--- src/rtl/regfile_write_buffer.sv ---
// regfile_write_buffer
//
// Write-back queue in front of the 32x32 register file's single write port.
// The datapath pushes register writes with a valid/ready handshake. Each
// cycle that the write port is granted, one entry drains into the register
// file in push order. Writes to register 0 complete the handshake but are
// dropped, because register 0 is hard-wired to zero.
//
// Optional feature (macro WBUF_BYPASS_EN):
//   When this macro is defined, a combinational lookup reports whether any
//   pending entry targets rd_addr. If so, it returns the data of the youngest
//   matching entry. When the macro is undefined, rd_hit and rd_data are tied
//   to 0 and no comparators are built.
//
// Parameters:
//   DEPTH  FIFO entries (power of 2, >= 2)
//   AW     register address width
//   DW     data width
//
// Ports:
//   clk        rising-edge clock
//   reset_n    synchronous active-low reset
//   in_valid   upstream write request
//   in_ready   buffer can accept (== !full)
//   in_addr    destination register of the incoming write
//   in_data    incoming write data
//   drain_en   register-file write port granted this cycle
//   wrenable   write strobe to the register file
//   writereg   head entry address
//   writedata  head entry data
//   rd_addr    lookup address
//   rd_hit     a pending entry targets rd_addr
//   rd_data    data of the youngest matching pending entry
//   count      occupied entries
//   empty      count == 0
//   full       count == DEPTH
module regfile_write_buffer #(
  parameter int DEPTH = 4,
  parameter int AW    = 5,
  parameter int DW    = 32
) (
  input  logic                     clk,
  input  logic                     reset_n,
  input  logic                     in_valid,
  output logic                     in_ready,
  input  logic [AW-1:0]            in_addr,
  input  logic [DW-1:0]            in_data,
  input  logic                     drain_en,
  output logic                     wrenable,
  output logic [AW-1:0]            writereg,
  output logic [DW-1:0]            writedata,
  input  logic [AW-1:0]            rd_addr,
  output logic                     rd_hit,
  output logic [DW-1:0]            rd_data,
  output logic [$clog2(DEPTH):0]   count,
  output logic                     empty,
  output logic                     full
);

  localparam int PW = $clog2(DEPTH);  // pointer width
  localparam int CW = PW + 1;         // count width, must be able to hold DEPTH

  logic [PW-1:0]    head_q, head_d;
  logic [PW-1:0]    tail_q, tail_d;
  logic [CW-1:0]    count_q, count_d;
  logic [DEPTH-1:0] vld_q, vld_d;
  logic [AW-1:0]    addr_q [DEPTH];
  logic [AW-1:0]    addr_d [DEPTH];
  logic [DW-1:0]    data_q [DEPTH];
  logic [DW-1:0]    data_d [DEPTH];

  logic store;  // accepted push that actually occupies an entry
  logic pop;    // head entry commits to the register file at this edge

  assign empty    = (count_q == '0);
  assign full     = (count_q == CW'(DEPTH));
  assign in_ready = !full;

  // Gating with reset_n keeps the strobe low in the reset cycle itself, so
  // nothing commits while pending entries are being dropped.
  assign pop      = reset_n && !empty && drain_en;
  assign wrenable = pop;

  // Register 0 is hard-wired to zero. Writes to it are acknowledged but not
  // stored.
  assign store    = in_valid && in_ready && (in_addr != '0);

  assign writereg  = addr_q[head_q];
  assign writedata = data_q[head_q];
  assign count     = count_q;

  // NOTE: every variable assigned in this block gets a default first, so no
  // path leaves a value unassigned and no latch is inferred.
  always_comb begin
    head_d  = head_q;
    tail_d  = tail_q;
    count_d = count_q;
    vld_d   = vld_q;
    addr_d  = addr_q;
    data_d  = data_q;

    if (store) begin
      addr_d[tail_q] = in_addr;
      data_d[tail_q] = in_data;
      vld_d[tail_q]  = 1'b1;
      tail_d         = tail_q + PW'(1);
    end

    // A push and a pop in the same cycle never touch the same slot. A push
    // requires the buffer to be non-full and a pop requires it to be
    // non-empty, and in that state tail and head differ.
    if (pop) begin
      vld_d[head_q] = 1'b0;
      head_d        = head_q + PW'(1);
    end

    unique case ({store, pop})
      2'b10:   count_d = count_q + CW'(1);
      2'b01:   count_d = count_q - CW'(1);
      default: count_d = count_q;
    endcase
  end

  // NOTE: sequential state uses non-blocking assignments only, so every
  // flop samples values from before the edge.
  always_ff @(posedge clk) begin
    if (!reset_n) begin
      head_q  <= '0;
      tail_q  <= '0;
      count_q <= '0;
      vld_q   <= '0;
    end else begin
      head_q  <= head_d;
      tail_q  <= tail_d;
      count_q <= count_d;
      vld_q   <= vld_d;
    end
  end

  // NOTE: the entry storage is deliberately not reset. The valid bits and
  // count are what mark an entry live, so clearing the payload would only
  // add reset fan-out.
  always_ff @(posedge clk) begin
    addr_q <= addr_d;
    data_q <= data_d;
  end

`ifdef WBUF_BYPASS_EN
  logic [PW-1:0] rd_idx;

  // Walk from oldest to youngest. A later match overwrites an earlier one,
  // so the youngest matching entry wins.
  always_comb begin
    rd_hit  = 1'b0;
    rd_data = '0;
    rd_idx  = head_q;
    for (int i = 0; i < DEPTH; i++) begin
      rd_idx = head_q + PW'(i);
      if (vld_q[rd_idx] && (addr_q[rd_idx] == rd_addr) && (rd_addr != '0)) begin
        rd_hit  = 1'b1;
        rd_data = data_q[rd_idx];
      end
    end
  end
`else
  assign rd_hit  = 1'b0;
  assign rd_data = '0;

  logic unused_rd_addr;
  assign unused_rd_addr = ^rd_addr;
`endif

endmodule

--- config.mk ---
export PLATFORM = sky130hd
export DESIGN_NAME = regfile_write_buffer
export DESIGN_NICKNAME = d
export VERILOG_FILES = /design/src/rtl/regfile_write_buffer.sv
export SDC_FILE = /design/constraint.sdc
export NUM_CORES = 1
export LEC_CHECK = 0
export CORE_UTILIZATION = 40
export CTS_CLUSTER_SIZE = 28
export DETAILED_ROUTE_END_ITERATION = 10
export PLACE_DENSITY_LB_ADDON = 0.15
export REMOVE_ABC_BUFFERS = 1
export SLEW_MARGIN = 30
export SYNTH_ARGS = -nofsm -noshare
export SYNTH_HDL_FRONTEND = slang
export SYNTH_SLANG_ARGS = --single-unit
--- constraint.sdc ---
create_clock -name clk -period 4.1 [get_ports clk]
set_input_delay 0.82 -clock clk [delete_from_list [all_inputs] [get_ports clk]]
set_output_delay 0.82 -clock clk [all_outputs]
set_load 0.005 [all_outputs]
Word-level counts from Yosys, hierarchy flattened. Cells that the tools add are included.

$add $sub $neg: 4. Order comparisons: 3. Equality and inequality tests: 3. Multiplexer cells: 13. Bitwise gates (word level): 2. Reduce and logical (&&, ||, !) cells: 10.

Operators by type and width (number): 128-bit bitwise mux (1); 32-bit 2-to-1 mux (3); 32-bit binary-select mux with 2-bit select (1); 32-bit demux with 2-bit select (1); 20-bit bitwise mux (1); 5-bit 2-to-1 mux (3); 5-bit binary-select mux with 2-bit select (1); 5-bit demux with 2-bit select (1); 3-bit greater-or-equal comparator, second input constant (2); 2-bit inverter with 3-bit output (2); 3-bit one-hot mux with 2 select lines (1); 1-bit logical AND (5); 5-bit nonzero test (1); 2-bit by 1-bit adder with 2-bit output, second input constant (2); 3-bit by 1-bit adder with 3-bit output, second input constant (1); 3-bit == test, second input constant (1); 3-bit zero test (1); 3-bit by 1-bit < comparator with 1-bit output, second input constant (1); 3-bit by 1-bit subtractor with 3-bit output, second input constant (1); 2-bit by 1-bit == test with 1-bit output, second input constant (1); 2-bit == test, second input constant (1); 1-bit zero test (2); 2-bit nonzero test (1).

Flip-flop bits (word level): 155. Input bits: 46. Word-level logic and storage cells: 46.

Depth between registers and ports, before layout.
Depth in word-level cells: 6. Mapped depth: 9. Depth with buffers taken out: 9.

Worst setup path before layout. No wires, ideal clock.

Path type: input to register. From: input in_addr[1]. To: register count_q[2], in the netlist count[2]. Library setup time: 70 ps. Data arrival time: 2730 ps. Data required time: 4030 ps. Path slack: 1301 ps. Cell stages on the path: 9. Buffers on the path: 0. Cells stage by stage: or3_1 o311a_4 inv_1 ha_1 inv_1 fa_1 xor2_1 or3_1 a21oi_1.

Longest elaborated chain between the ends: 4.

RTL lines: start: declaration (line 46) `input logic [AW-1:0] in_addr,`; 5-bit nonzero test * (line 86) `assign store = in_valid && in_ready && (in_addr != '0);`; 1-bit logical AND * (line 86); 2-bit by 1-bit == test with 1-bit output or 2-bit == test (tied branches) (line 117) `unique case ({store, pop})`; 3-bit one-hot mux with 2 select lines or 2-bit nonzero test (tied branches); end signal: assignment (line 135) `count_q <= count_d;`; end: declaration (line 65) `logic [CW-1:0] count_q, count_d;`.

Mark *: on every way between the ends. The rest lies on a longest branch, timed or not. A chain may end at the register's enable or synchronous reset.

Final worst setup path.
From: register head_q[0]. To: output writedata[29].

Longest elaborated chain between the ends: 4.

RTL lines: start: declaration (line 63) `logic [PW-1:0] head_q, head_d;`; start signal: assignment (line 128) `head_q <= '0;`; start signal: assignment (line 133) `head_q <= head_d;`; 2-bit inverter with 3-bit output (not written as such) (line 89) `assign writedata = data_q[head_q];`; 32-bit binary-select mux with 2-bit select (line 89); 32-bit 2-to-1 mux (not written as such) (2 in series) (line 89); end: declaration (line 51) `output logic [DW-1:0] writedata,`.

Every way passes these cells. The select of a mux whose other input is x is not followed.

==> impl_metrics.yaml <==
layout:
  drive_gt1_share_pct: 18.4
  diodes: 0
  multi_input_area_mm2: 0.00124
  fin_nets: 430
  area_growth_pct: 24.9
  nFillCells: 1208
  regArea_mm2: 0.00459
  fin_area_mm2: 0.00753
place:
  place.port_buffers: 84
  dp_hpwl_mm: 5.96
  place_area_mm2: 0.00699
  place_congestion: 0.674
  dp_worst_setup_slack_ns: 0.672
cts:
  postCtsSetupRepairBufs: 0
  cts-root-buf: "clkbuf_16"
  htree_levels: 4
  cts_tree: "done"
  cts_hold_buf: 0
  clk_latency_ns: 0.42
  cts_buffers: 17
  clk_path_buf_depth: 2
  clk_pin_slew_ns: 0.06
  cts_resized: 0
  cts_num_sinks: 155
synthesis:
  synth-simple-area-share_pct: 1.56
  synth_area_leaders: "edfxtp_1, mux4_2, buf_4"
  syn_area_per_cell_um2: 21.7
  synth_top_area_share_pct: 73.7
  synth-seq-cells: 155
  synth_cells: 278
  yosysTopAreaCell: "edfxtp_1"
  synth_edf_count: 148
  synthAdderAreaFrac_pct: 1.37
  synth_xor_area_share_pct: 0.581
  ys_warn_count: 0
  synthArstFlopShare_pct: 0
  synthFlopType: "edfxtp_1"
  synthDistinctLibCells: 24
  synth-compound-area-share_pct: 0.871
  syn_area_mm2: 0.00603
  muxShareOfSynthArea_pct: 14.1
  synth_commonest_cells: "edfxtp_1, mux4_2, buf_4, inv_1, dfxtp_1"
  yosysMostFrequentCell: "edfxtp_1"
  yosysSeqAreaShare_pct: 76.0
  synth_top_family_by_area: "multiplexers"
sta:
  rsz0062_at_grt: "false"
  period_share_pct: 78.9
  setup_violations: 0
  tns_ns: 0
  max_freq_mhz: 309
  skew_ns: 0.00542
  fin_ws_ns: 0.865
  fin_crit_ns: 3.23
  relSlewSlack_pct: 45.6
  tightest_slew_ns: 0.815
  hold_viol_final: 0
  final_max_slew_viol_count: 0
global_routing:
  antenna_found_initial: 0
  grt_start_max_net_pins: 40
  grt_pass1_vias: 2959
  grt_usage_pct: 14.6
  grt_pass1_wl_mm: 16.4
  grt_overflow: 0
drt:
  drtIter0Drc: 153
  detail_route.wl_per_cell_um: 17.8
  route.detailed.drc: 12
  num_vias: 2787
  wl_mm: 10.2
  vias_per_cell: 4.85
  first_pass_iters: 7
  antenna_left: 0
floorplanning:
  dieArea_mm2: 0.0156
  rows: 44
  coreArea_mm2: 0.0146
  start_util_pct: 41.2
  die_y_um: 125
  ioPinCount: 123
  die_w_um: 125
worst_setup_path:
  end_kind: "output port"
  reg2reg_depth: 9
  arrival_ns: 2.41
  crit_type: "reg2out"
  cp_max_fo: 39
  start_kind: "flop"
  r2r-end: "count[2]"
  r2r_slack_ns: 1.75
  r2r_start: "count[2]"
  cp.required_ns: 3.28
min_path:
  hp-class: "reg2reg"
  hold_end: "tail_q[1]"
  min_from: "tail_q[1]"
  holdPathStages: 2
flow_run:
  drv_cap: 0
power:
  leakage_nw: 2.49
  ir_drop_uv: 300
  power.density_mw_per_mm2: 536
outcome:
  violations: "design-rule violations"
  outcome: "complete, but fails checks"
[worst max-delay path, stage by stage (launching register included)]
cell and delay, ns:
dfxtp_4 0.88, mux4_2 0.61, clkdlybuf4s50_1 0.49
[kinds of logic after synthesis]
family	after synthesis
multiplexers	39
buffers and inverters	49
AND/OR/NAND/NOR	18
adder cells (fa/ha/maj)	6
other	1
XOR/XNOR	4
flip-flops	155
AO/OA/AOI/OAI	6
[through the flow]
| step | instances | util, % | hold slack (ns) | power, mW |
|---|---|---|---|---|
| 2_1_floorplan | 269 | - | 0.468 | 2.27 |
| 3_3_place_gp | 543 | 47.7 | 0.486 | 2.65 |
| 3_5_place_dp | 543 | 47.7 | 0.505 | 2.66 |
| 4_1_cts | 575 | 51.4 | 0.513 | 4.10 |
| 5_1_grt | 575 | 51.4 | 0.537 | 4.22 |
| 6_report | 575 | 51.4 | 0.502 | 4.04 |
[registers in the layout, indices dropped and copies added (netlist names)]
register  cells
data_q      128
addr_q       20
count         3
head_q        2
tail_q        2
[routing by layer]
| metal | part of all wire, % | wire length (um) | vias to the layer above | global-route usage, % |
|---|---|---|---|---|
| met2 | 49 | 5000 | 70 | 22.2 |
| li1 | - | - | 1258 | - |
| met3 | 4.8 | 489 | 17 | 4.73 |
| met5 | 0 | 0 | - | 0 |
| met1 | 45 | 4570 | 1442 | 18.6 |
| met4 | 1.7 | 170 | 0 | 7.84 |
[cell type report]
cell class,instances,area share [%]
flip-flops and latches,155,61.0
multi-input cells,106,16.5
repair buffers,90,11.9
inverters,8,0.399
well taps,184,3.06
clock buffers,19,5.75
clock inverters,13,1.43
[where the power goes]
group	leakage, nW	internal (mW)	switching (mW)
Sequential	1.42	1.85	0.0997
Clock	0.261	0.874	0.553
Combinational	0.812	0.432	0.228
Total	2.49	3.16	0.881
[worst max-delay path by stage]
stage | start | endpoint | slack, ns | depth (start not counted)
2_1_floorplan | head_q[0] | writedata[0] | 0.93 | 1
3_3_place_gp | in_addr[0] | count[2] | 0.73 | 10
3_5_place_dp | in_addr[0] | count[2] | 0.67 | 10
4_1_cts | head_q[0] | writereg[2] | 0.77 | 2
5_1_grt | head_q[0] | writedata[29] | 0.68 | 2
6_report | head_q[0] | writedata[29] | 0.87 | 2
[cell usage in the layout, fill, tap and decap left out, drive strengths merged, types with 4 or more instances in the layout]
cell,instances
and2,4
buf,6
clkbuf,19
clkdlybuf4s50,84
clkinv,10
conb,33
dfxtp,7
edfxtp,148
ha,5
inv,8
mux4,37
nand2,4
nor2,6
xor2,4
(Power assumes the default switching activity.)
